$ cat src/rtl/jiajian_pkg.sv
// Shared definitions for the jiajian add/sub/accumulate block.
// Holds the 2-bit mode encodings and a small decode helper.
package jiajian_pkg;

  typedef logic [1:0] mode_t;

  localparam mode_t MODE_ADD  = 2'b00;
  localparam mode_t MODE_SUB  = 2'b01;
  localparam mode_t MODE_ACC  = 2'b10;
  localparam mode_t MODE_LOAD = 2'b11;

  // Modes whose result is also written back into the accumulator.
  function automatic logic writes_acc(input mode_t mode);
    return (mode == MODE_ACC) || (mode == MODE_LOAD);
  endfunction

endpackage

$ cat src/rtl/jiajian_core.sv
// Combinational datapath: add, subtract, accumulate or load, with either
// modulo-2^(W+1) wrap or saturation, plus the overflow/borrow flag.
module jiajian_core
  import jiajian_pkg::*;
#(
  parameter int unsigned W   = 6,
  parameter int unsigned SAT = 0
) (
  input  logic [W-1:0] a,
  input  logic [W-1:0] b,
  input  mode_t        sl,
  input  logic [W:0]   acc,
  output logic [W:0]   res,
  output logic         ovf
);

  localparam bit Sat = (SAT != 0);

  logic [W:0]   add_sum;
  logic [W:0]   sub_diff;
  logic [W+1:0] acc_sum;
  logic         borrow;

  assign add_sum  = {1'b0, a} + {1'b0, b};
  assign sub_diff = {1'b0, a} - {1'b0, b};
  assign acc_sum  = {1'b0, acc} + {2'b00, a};
  assign borrow   = (a < b);

  always_comb begin
    res = '0;
    ovf = 1'b0;
    unique case (sl)
      MODE_ADD: begin
        res = add_sum;
      end
      MODE_SUB: begin
        ovf = borrow;
        res = (Sat && borrow) ? '0 : sub_diff;
      end
      MODE_ACC: begin
        ovf = acc_sum[W+1];
        res = (Sat && acc_sum[W+1]) ? '1 : acc_sum[W:0];
      end
      MODE_LOAD: begin
        res = {1'b0, a};
      end
    endcase
  end

endmodule

$ cat src/rtl/jiajian_acc.sv
// Valid/ready wrapper around jiajian_core: one-entry output register and
// the accumulator, both updated only when an operand set is accepted.
module jiajian_acc
  import jiajian_pkg::*;
#(
  parameter int unsigned W   = 6,
  parameter int unsigned SAT = 0
) (
  input  logic         clk,
  input  logic         rst_n,
  input  logic         in_valid,
  output logic         in_ready,
  input  logic [W-1:0] a,
  input  logic [W-1:0] b,
  input  logic [1:0]   sl,
  output logic         out_valid,
  input  logic         out_ready,
  output logic [W:0]   c,
  output logic         ovf
);

  logic [W:0] acc_q;
  logic [W:0] c_q;
  logic       ovf_q;
  logic       out_valid_q;
  logic [W:0] core_res;
  logic       core_ovf;
  logic       accept;

  jiajian_core #(
    .W   (W),
    .SAT (SAT)
  ) u_core (
    .a   (a),
    .b   (b),
    .sl  (sl),
    .acc (acc_q),
    .res (core_res),
    .ovf (core_ovf)
  );

  // Held reset forces ready high even if a stale result was still pending.
  assign in_ready = !rst_n || !out_valid_q || out_ready;
  assign accept   = in_valid && in_ready;

  always_ff @(posedge clk) begin
    if (!rst_n) begin
      acc_q       <= '0;
      c_q         <= '0;
      ovf_q       <= 1'b0;
      out_valid_q <= 1'b0;
    end else if (accept) begin
      c_q         <= core_res;
      ovf_q       <= core_ovf;
      out_valid_q <= 1'b1;
      if (writes_acc(sl)) begin
        acc_q <= core_res;
      end
    end else if (out_ready) begin
      out_valid_q <= 1'b0;
    end
  end

  assign c         = c_q;
  assign ovf       = ovf_q;
  assign out_valid = out_valid_q;

endmodule

$ cat config.mk
export PLATFORM = sky130hd
export DESIGN_NAME = jiajian_acc
export DESIGN_NICKNAME = d
export VERILOG_FILES = /design/src/rtl/jiajian_pkg.sv /design/src/rtl/jiajian_core.sv /design/src/rtl/jiajian_acc.sv
export SDC_FILE = /design/constraint.sdc
export NUM_CORES = 1
export LEC_CHECK = 0
export CORE_MARGIN = 3
export CORE_UTILIZATION = 38
export DETAILED_ROUTE_END_ITERATION = 8
export HOLD_SLACK_MARGIN = 0.05
export PLACE_DENSITY = 0.65
export SYNTH_ARGS = -nofsm -noshare
export SYNTH_HDL_FRONTEND = slang
export SYNTH_SLANG_ARGS = --single-unit
$ cat constraint.sdc
create_clock -name clk -period 3.3 [get_ports clk]
set_input_delay 0.495 -clock clk [delete_from_list [all_inputs] [get_ports clk]]
set_output_delay 0.495 -clock clk [all_outputs]
set_load 0.03 [all_outputs]
# Word-level counts from Yosys, hierarchy flattened
# Cells that the tools add are included.
[classes] addsub=3 magnitude_cmp=1 eq_ne=3 muxes=4 reduce_logical=9
[op_table] cell="7-bit case mux with 4 select lines" count=1
[op_table] cell="7-bit by 6-bit adder with 8-bit output" count=1
[op_table] cell="6-bit by 6-bit adder with 7-bit output" count=1
[op_table] cell="6-bit by 6-bit subtractor with 7-bit output" count=1
[op_table] cell="6-bit less-than comparator" count=1
[op_table] cell="2-bit equality test (second input constant)" count=2
[op_table] cell="1-bit logical OR" count=3
[op_table] cell="2-bit by 1-bit equality test with 1-bit output (second input constant)" count=1
[op_table] cell="1-bit logical NOT" count=2
[op_table] cell="2-bit logical NOT" count=1
[op_table] cell="1-bit 2-to-1 mux" count=2
[op_table] cell="1-bit case mux with 2 select lines" count=1
[op_table] cell="2-bit AND reduction" count=1
[op_table] cell="2-bit nonzero test" count=1
[op_table] cell="1-bit logical AND" count=1
[totals] reg_bits=16 out_inout_bits=10 word_cells=24

# Logic depth before layout (Yosys ltp)
# Gate-level depths: netlist (run 1).
[depth] ltp_word=5 ltp_mapped=9

# Modules after synthesis
# A second synthesis (run 1) with hierarchy kept.
[unflattened] cells_unflattened=191 hier_area_um2=1605.3
[by_module_without_submodules] module="jiajian_core" n_inst=1 cells_each=128 area_each_um2=977.2
[by_module_without_submodules] module="jiajian_acc" n_inst=1 cells_each=63 area_each_um2=628.1

# Worst setup path before layout (run 1)
# OpenSTA, ideal clock, no wires.
[synth_path] path_type="input port to flip-flop" startpoint="input port a[0]" endpoint="register c_q[6] (netlist: c[6])" setup_time_ns=0.136 t_arrival_ns=2.169 t_required_ns=3.164 slack_ns=0.995 path_stages=7 n_path_buf=0 path_cell_list="ha_1 -> fa_1 -> a211oi_1 -> nor2_1 -> mux2i_1 -> a2111oi_1 -> o31ai_1"
[synth_via] elab_chain_len=2
[synth_rtl] element="start: declaration" line="jiajian_acc.sv:13" rtl="input logic [W-1:0] a,"
[synth_rtl] element="7-bit by 6-bit adder with 8-bit output, or another cell as far along" line="jiajian_core.sv:26" rtl="assign acc_sum = {1'b0, acc} + {2'b00, a};"
[synth_rtl] element="7-bit case mux with 4 select lines *" line="jiajian_core.sv:32" rtl="unique case (sl)"
[synth_rtl] element="end signal: assignment" line="jiajian_acc.sv:53" rtl="c_q <= core_res;"
[synth_rtl] element="end: declaration" line="jiajian_acc.sv:23" rtl="logic [W:0] c_q;"
# Every way passes the cells marked *; elsewhere a longest branch is shown, timed or not.
# A chain may end at the register's enable or synchronous reset.

# Final worst setup path (run 1)
# Ends and elaborated chain as after synthesis.

==> metrics.md, run 1 <==
| Metric | Value |
|---|---|
| Post-Syn Nets | 254 |
| Post-layout min period | 2.76 ns |
| Peak Freq | 363 MHz |
| Critical path fanouts, max | 4 |
| CTS max path bufs | 2 |
| Top post-synthesis cells by area | dfxtp_1, ha_1, a21oi_1 |
| Starting Density | 39.8% |
| Design area | 2060 sq um |
| Largest net degree at the start of global routing | 20 |
| CTS H-tree depth | 1 |
| Share of layout cells above drive strength 1 | 6.41% |
| Final worst path period share | 83.5% |
| Drt first pass iters | 4 |
| Run status | complete, no violations |
| Port buffer count | 27 |
| Routability cong. | 0.790 |
| Critical path class | input port to register |
| DRT antenna net count | 0 |
| Relative slew slack | 67.9% |
| Critical Path RT | 3.42 ns |
| Slew @ Worst Pin | 0.480 ns |
| Crit. End Element | register |
| Post-synth top cells | ha_1, dfxtp_1, nor2_1 |
| Die H | 73.8 microns |
| Hold_buf cts | 0 |
| Arrival @ worst endpoint | 2.87 ns |
| Final cell count without fillers | 286 |
| Clk Latency, worst-skew pair | 0.25 ns |
| Via count | 1545 |
| Max-cap violations | 0 |
| YS warnings | 0 |
| Critical Path Start Type | input port |
| P_leak | 0.000864 uW |
| Final TNS setup | 0 ns |
| Routed len/inst | 14.3 microns |
| Overflow after GRT | 0 |
| Cells after Synth | 211 |
| Pwr dens | 312 nW/um^2 |
| DP Wirelength | 3220 microns |
| Register area share after synthesis | 18.4% |
| RSZ-0062 raised after global routing | no |
| Via density | 5.40 |
| First-pass GRT wire length | 6620 microns |
| Core area | 4380 sq um |
| N_diodes | 0 |
| Post-layout util | 47.1% |
| Final setup violation count | 0 |
| DRC viols | 0 |
| Post-DP Area | 2010 sq um |
| CTS Buf Count | 3 |
| Vias in the first global route | 1470 |
| EDFF count, synth | 0 |
| HP Class | register to register |
| Clock Skews | 0.00124 ns |
| Rows | 24 |
| Mapped Avg Cell Area | 8.27 sq um |
| Ys flop type | dfxtp_1 |
| Die footprint | 5440 sq um |
| Antenna violations before repair | 0 |
| Placed insts | 282 |
| CTS clk-pin slew, worst paths | 0.06 ns |
| Nets | 278 |
| Most numerous cell in the Yosys netlist | ha_1 |
| CTS sink cnt | 16 |
| Post-synth ARST share | 0% |
| CTS tree | yes |
| Maximum vdd drop | 237 uV |
| Initial DRC count | 75 |
| Die Wd | 73.8 microns |
| Synth Cell Area | 1740 sq um |
| I/O Pins | 28 |
| Post-Route WL | 4080 microns |
| Count of final max-slew check failures | 0 |
| Hold Fails Final Rpt | 0 |
| Top-area cell type share of the netlist area | 18.4% |
| Synth cell types | 54 |
| Gr usage total | 15.4% |
| CTS Root Cell | clkbuf_8 |
| Area Growth Syn to Fin | 18.3% |
| FF+latch count, synth | 16 |
| Top cell type by total area after synthesis | dfxtp_1 |
| Post-CTS Resized | 0 |
| Post-CTS setup repair buffer count | 0 |
## area by class of cell
cell class / instances / area (sq um)
Sequential cell: 16 / 320
Clock buffer: 4 / 55.1
Fill cell: 443 / 2320
Timing Repair Buffer: 30 / 293
Inverter: 14 / 52.6
Multi-Input combinational cell: 170 / 1280
Tap cell: 52 / 65.1
## report_power, final
part | internal (uW) | switching (uW) | total (uW)
clock network | 106 | 65.1 | 171
registers | 207 | 9.06 | 216
logic | 113 | 143 | 256
## routing by layer
metal	share of wire, %	up-vias	wire length [microns]	GRT usage, %
li1	-	834	-	-
met3	3.1	5	128	1.50
met1	53	677	2150	21.2
met5	0	-	0	0
met2	43	29	1760	25.2
met4	1.1	0	46	4.23
## cells in the final DEF (no fill, tap or decap), drive strengths merged, types with 4 or more instances in the layout
cell | Yosys | routed
a21oi | 12 | 12
inv | 14 | 14
a32o | 4 | 4
dfxtp | 16 | 16
nand3 | 12 | 12
clkdlybuf4s50 | 0 | 27
nor2 | 15 | 15
nand2 | 14 | 14
mux2i | 4 | 4
nor3b | 4 | 4
nand3b | 4 | 4
o31ai | 6 | 6
ha | 22 | 22
a211oi | 8 | 8
nand2b | 5 | 5
o211ai | 5 | 5
clkbuf | 5 | 4
nor2b | 4 | 4
o21ai | 13 | 13
## worst max-delay path, stage by stage
cell	delay [ns]
clkdlybuf4s50_1	0.46
ha_1	0.27
fa_1	0.43
a211oi_1	0.33
nor2_1	0.10
mux2i_1	0.12
a2111oi_1	0.50
o31ai_1	0.15
## stage by stage
stage,setup WS (ns),hold WS [ns],power [uW]
5_1_grt,0.273,0.486,684
3_3_place_gp,0.334,0.460,474
6_report,0.543,0.463,643
3_5_place_dp,0.322,0.453,474
2_1_floorplan,0.995,0.449,399
4_1_cts,0.558,0.465,645
## final timing paths
kind              slack [ns]                  start           endpoint  cells past startpoint
setup / recovery        0.54                   a[0]  c[6]$_SDFFE_PN0P_                      8
hold / removal          0.46      c[1]$_SDFFE_PN0P_  c[1]$_SDFFE_PN0P_                      2
setup reg to reg        0.98  acc_q[0]$_SDFFE_PN0P_  c[6]$_SDFFE_PN0P_                      7
hold reg to reg         0.46      c[1]$_SDFFE_PN0P_  c[1]$_SDFFE_PN0P_                      2
## registers in the layout, summed over array words and instances (netlist names)
signal,count
ovf,1
out_valid,1
acc_q,7
c,7
## logic make-up (layout without fill, tap and decap cells)
| group | Yosys count | count (layout) | share of synthesized area (%) |
|---|---|---|---|
| flip-flops | 16 | 16 | 18.4 |
| multiplexers | 4 | 4 | 2.30 |
| buffers and inverters | 25 | 48 | 8.39 |
| adder cells (fa/ha/maj) | 25 | 25 | 19.2 |
| XOR/XNOR | 3 | 3 | 1.51 |
| AO/OA/AOI/OAI | 70 | 70 | 28.6 |
| AND/OR/NAND/NOR | 68 | 68 | 21.6 |
Note: power is estimated with default switching activity, not from simulation.
==> run 2, diff against run 1 <==
Clock period 3.3 ns to 2.67 ns, I/O delays scaled along.
==> run 2 against run 1 <==
  * Count of clock-buffer cells in the layout down 1
  * Wire length up 3.5%
  * Hold slack better by 0.0027 ns
  * Clock skew about the same
  * Setup slack worse by 0.29 ns
  * Sequential cell count unchanged
  * Total power up 21%
  * Combinational power up 32%
  * Global-route usage up 1.6 points
==> metrics.md, run 2 (same netlist as run 1, synthesis figures left out) <==
| Metric | Value |
|---|---|
| Run status | complete, no violations |
| CTS Root Cell | clkbuf_8 |
| Die Wd | 73.8 microns (unchanged) |
| Reg2reg path depth | 7 (unchanged) |
| Starting Density | 39.8% (unchanged) |
| Final cell count without fillers | 297 (+3.8%) |
| Final TNS setup | 0 ns (unchanged) |
| Critical Path Start Type | input port |
| Worst R2R Setup Slack | 0.55 ns (-0.43 ns) |
| Share of layout cells above drive strength 1 | 11.4% (+5.0 points) |
| CTS max path bufs | 2 (unchanged) |
| Via count | 1640 (+6.1%) |
| Clock Skews | 0.00142 ns (+0.000176 ns) |
| Storage element area | 320 sq um (unchanged) |
| DRC viols | 0 (unchanged) |
| # fillers | 427 (-3.6%) |
| Final setup violation count | 0 (unchanged) |
| Core area | 4380 sq um (unchanged) |
| Drt first pass iters | 4 (unchanged) |
| Worst reg2reg path endpoint | c[6]$_SDFFE_PN0P_ |
| Final Hold Slack | 0.466 ns (+0.00269 ns) |
| Pwr dens | 363 nW/um^2 (+17%) |
| Hold Path End | c[1]$_SDFFE_PN0P_ |
| CTS H-tree depth | 1 (unchanged) |
| Vias in the first global route | 1598 (+8.7%) |
| Maximum vdd drop | 299 uV (+26%) |
| RSZ-0062 raised after global routing | no |
| CP Cell Sequence | clkdlybuf4s50_1, ha_1, fa_1, a211oi_1, nor2_1, mux2i_1, a2111oi_2, o31ai_1 |
| Switching power | 270 uW (+24%) |
| Seq pwr share | 34.3% (+0.7 points) |
| Relative slew slack | 66.4% (-1.6 points) |
| First-pass GRT wire length | 7270 microns (+9.8%) |
| WHS Path Cells | 2 (unchanged) |
| Crit. End Element | register |
| Die footprint | 5440 sq um (unchanged) |
| Area Growth Syn to Fin | 23.2% |
| Overflow after GRT | 0 (unchanged) |
| Worst hold path startpoint | c[1]$_SDFFE_PN0P_ |
| Critical path fanouts, max | 2 (-2) |
| Max-cap violations | 0 (unchanged) |
| Count of final max-slew check failures | 0 (unchanged) |
| Peak Freq | 415 MHz |
| CTS tree | yes |
| Rows | 24 (unchanged) |
| Top Family by Delay on Critical Path | compound AO/OA/AOI/OAI gates |
| CTS sink cnt | 16 (unchanged) |
| Switching share of power | 34.5% (+0.79 points) |
| Clk Latency, worst-skew pair | 0.24 ns (about the same) |
| Port buffer count | 27 (unchanged) |
| Critical path class | input port to register |
| Clk pwr share | 22.2% (-4.4 points) |
| Critical Path RT | 2.79 ns (-0.63 ns) |
| Hold Fails Final Rpt | 0 (unchanged) |
| Gr usage total | 16.9% (+1.6 points) |
| Largest net degree at the start of global routing | 20 (unchanged) |
| Gate power share | 43.5% (+3.7 points) |
| Commonest non-fill, non-tap cells in the layout | clkdlybuf4s50_1, ha_1, dfxtp_1 |
| Routed len/inst | 14.2 microns (-0.31%) |
| DP Wirelength | 3360 microns (+4.4%) |
| Routability cong. | 0.813 (+2.9%) |
| Antenna violations before repair | 0 (unchanged) |
| Design area | 2150 sq um (+4.2%) |
| Die H | 73.8 microns (unchanged) |
| Area of the multi-input gates | 1290 sq um (+0.78%) |
| CTS Buf Count | 3 (unchanged) |
| Commonest non-fill, non-tap cell in the layout | clkdlybuf4s50_1 |
| HP Class | register to register |
| Worst path bufs/invs | 1 (unchanged) |
| Nets | 290 (+4.3%) |
| Post-layout min period | 2.41 ns |
| Placed insts | 294 (+4.3%) |
| Slew @ Worst Pin | 0.504 ns (+0.0249 ns) |
| Crit-path slowest cell | clkdlybuf4s50_1 |
| N_diodes | 0 (unchanged) |
| Arrival @ worst endpoint | 2.53 ns (-0.34 ns) |
| Final worst path period share | 90.4% |
| Post-Route WL | 4230 microns (+3.5%) |
| I/O Pins | 28 (unchanged) |
| Crit Reg-Reg Startpoint | acc_q[0]$_SDFFE_PN0P_ |
| Hold_buf cts | 0 (unchanged) |
| Via density | 5.52 (+2.2%) |
| P_leak | 0.000918 uW (+6.3%) |
| Initial DRC count | 69 (-8.0%) |
| Internal power | 511 uW (+20%) |
| DRT antenna net count | 0 (unchanged) |
| Post-DP Area | 2100 sq um (+4.5%) |
| Slowest cell delay on critical path | 0.42 ns (-0.08 ns) |
| CTS clk-pin slew, worst paths | 0.06 ns (about the same) |
run 2: power by group through the flow:
stage	registers [uW]	logic (uW)	clock network, uW
final	267	339	174
after floorplan	291	202	0
after global placement	272	331	0
after global routing	269	378	190
after detailed placement	272	333	0
after CTS	267	336	179
run 2: cell type report:
class	instances	share of cell area [%]
clock buffer	3	1.92
inverter	14	2.44
multi-input combinational	170	59.9
sequential	16	14.9
tap	52	3.03
timing repair buffer	42	17.8
run 2: what timing repair did:
| item | 4_1_cts | 5_1_grt |
|---|---|---|
| buffers inserted | 0 | 0 |
| gates resized for setup | 0 | 2 |
| hold endpoints to repair | 0 | 0 |
| endpoints found under the setup margin | 0 | 2 |
run 2: worst max path at each step:
stage,from,endpoint,cells after the start
after global routing,a[0],c[6]$_SDFFE_PN0P_,11
final,a[0],c[6]$_SDFFE_PN0P_,8
after floorplan,a[0],c[6]$_SDFFE_PN0P_,7
after global placement,a[0],c[6]$_SDFFE_PN0P_,8
after CTS,a[0],c[6]$_SDFFE_PN0P_,8
after detailed placement,a[0],c[6]$_SDFFE_PN0P_,8
run 2: layer usage:
layer  wire [microns]  GRT usage, %
met1             2170          24.2
met2             1840          26.6
met3              167          1.64
met4               50          5.23
met5                0             0
run 2: worst register-to-register path, cell delays in order, from the launching register on:
cell and delay [ns]:
dfxtp_1 0.32, ha_1 0.21, fa_1 0.39, a211oi_1 0.31, nor2_1 0.10, mux2i_1 0.14, a2111oi_2 0.41, o31ai_1 0.13
run 2: through the flow:
step	setup slack (ns)	power, uW	util, %
after CTS	0.151	782	48.8
after detailed placement	-0.105	605	47.9
after global routing	0.0401	838	49.0
after global placement	-0.0930	603	47.9
final	0.257	780	49.0
after floorplan	0.460	493	-
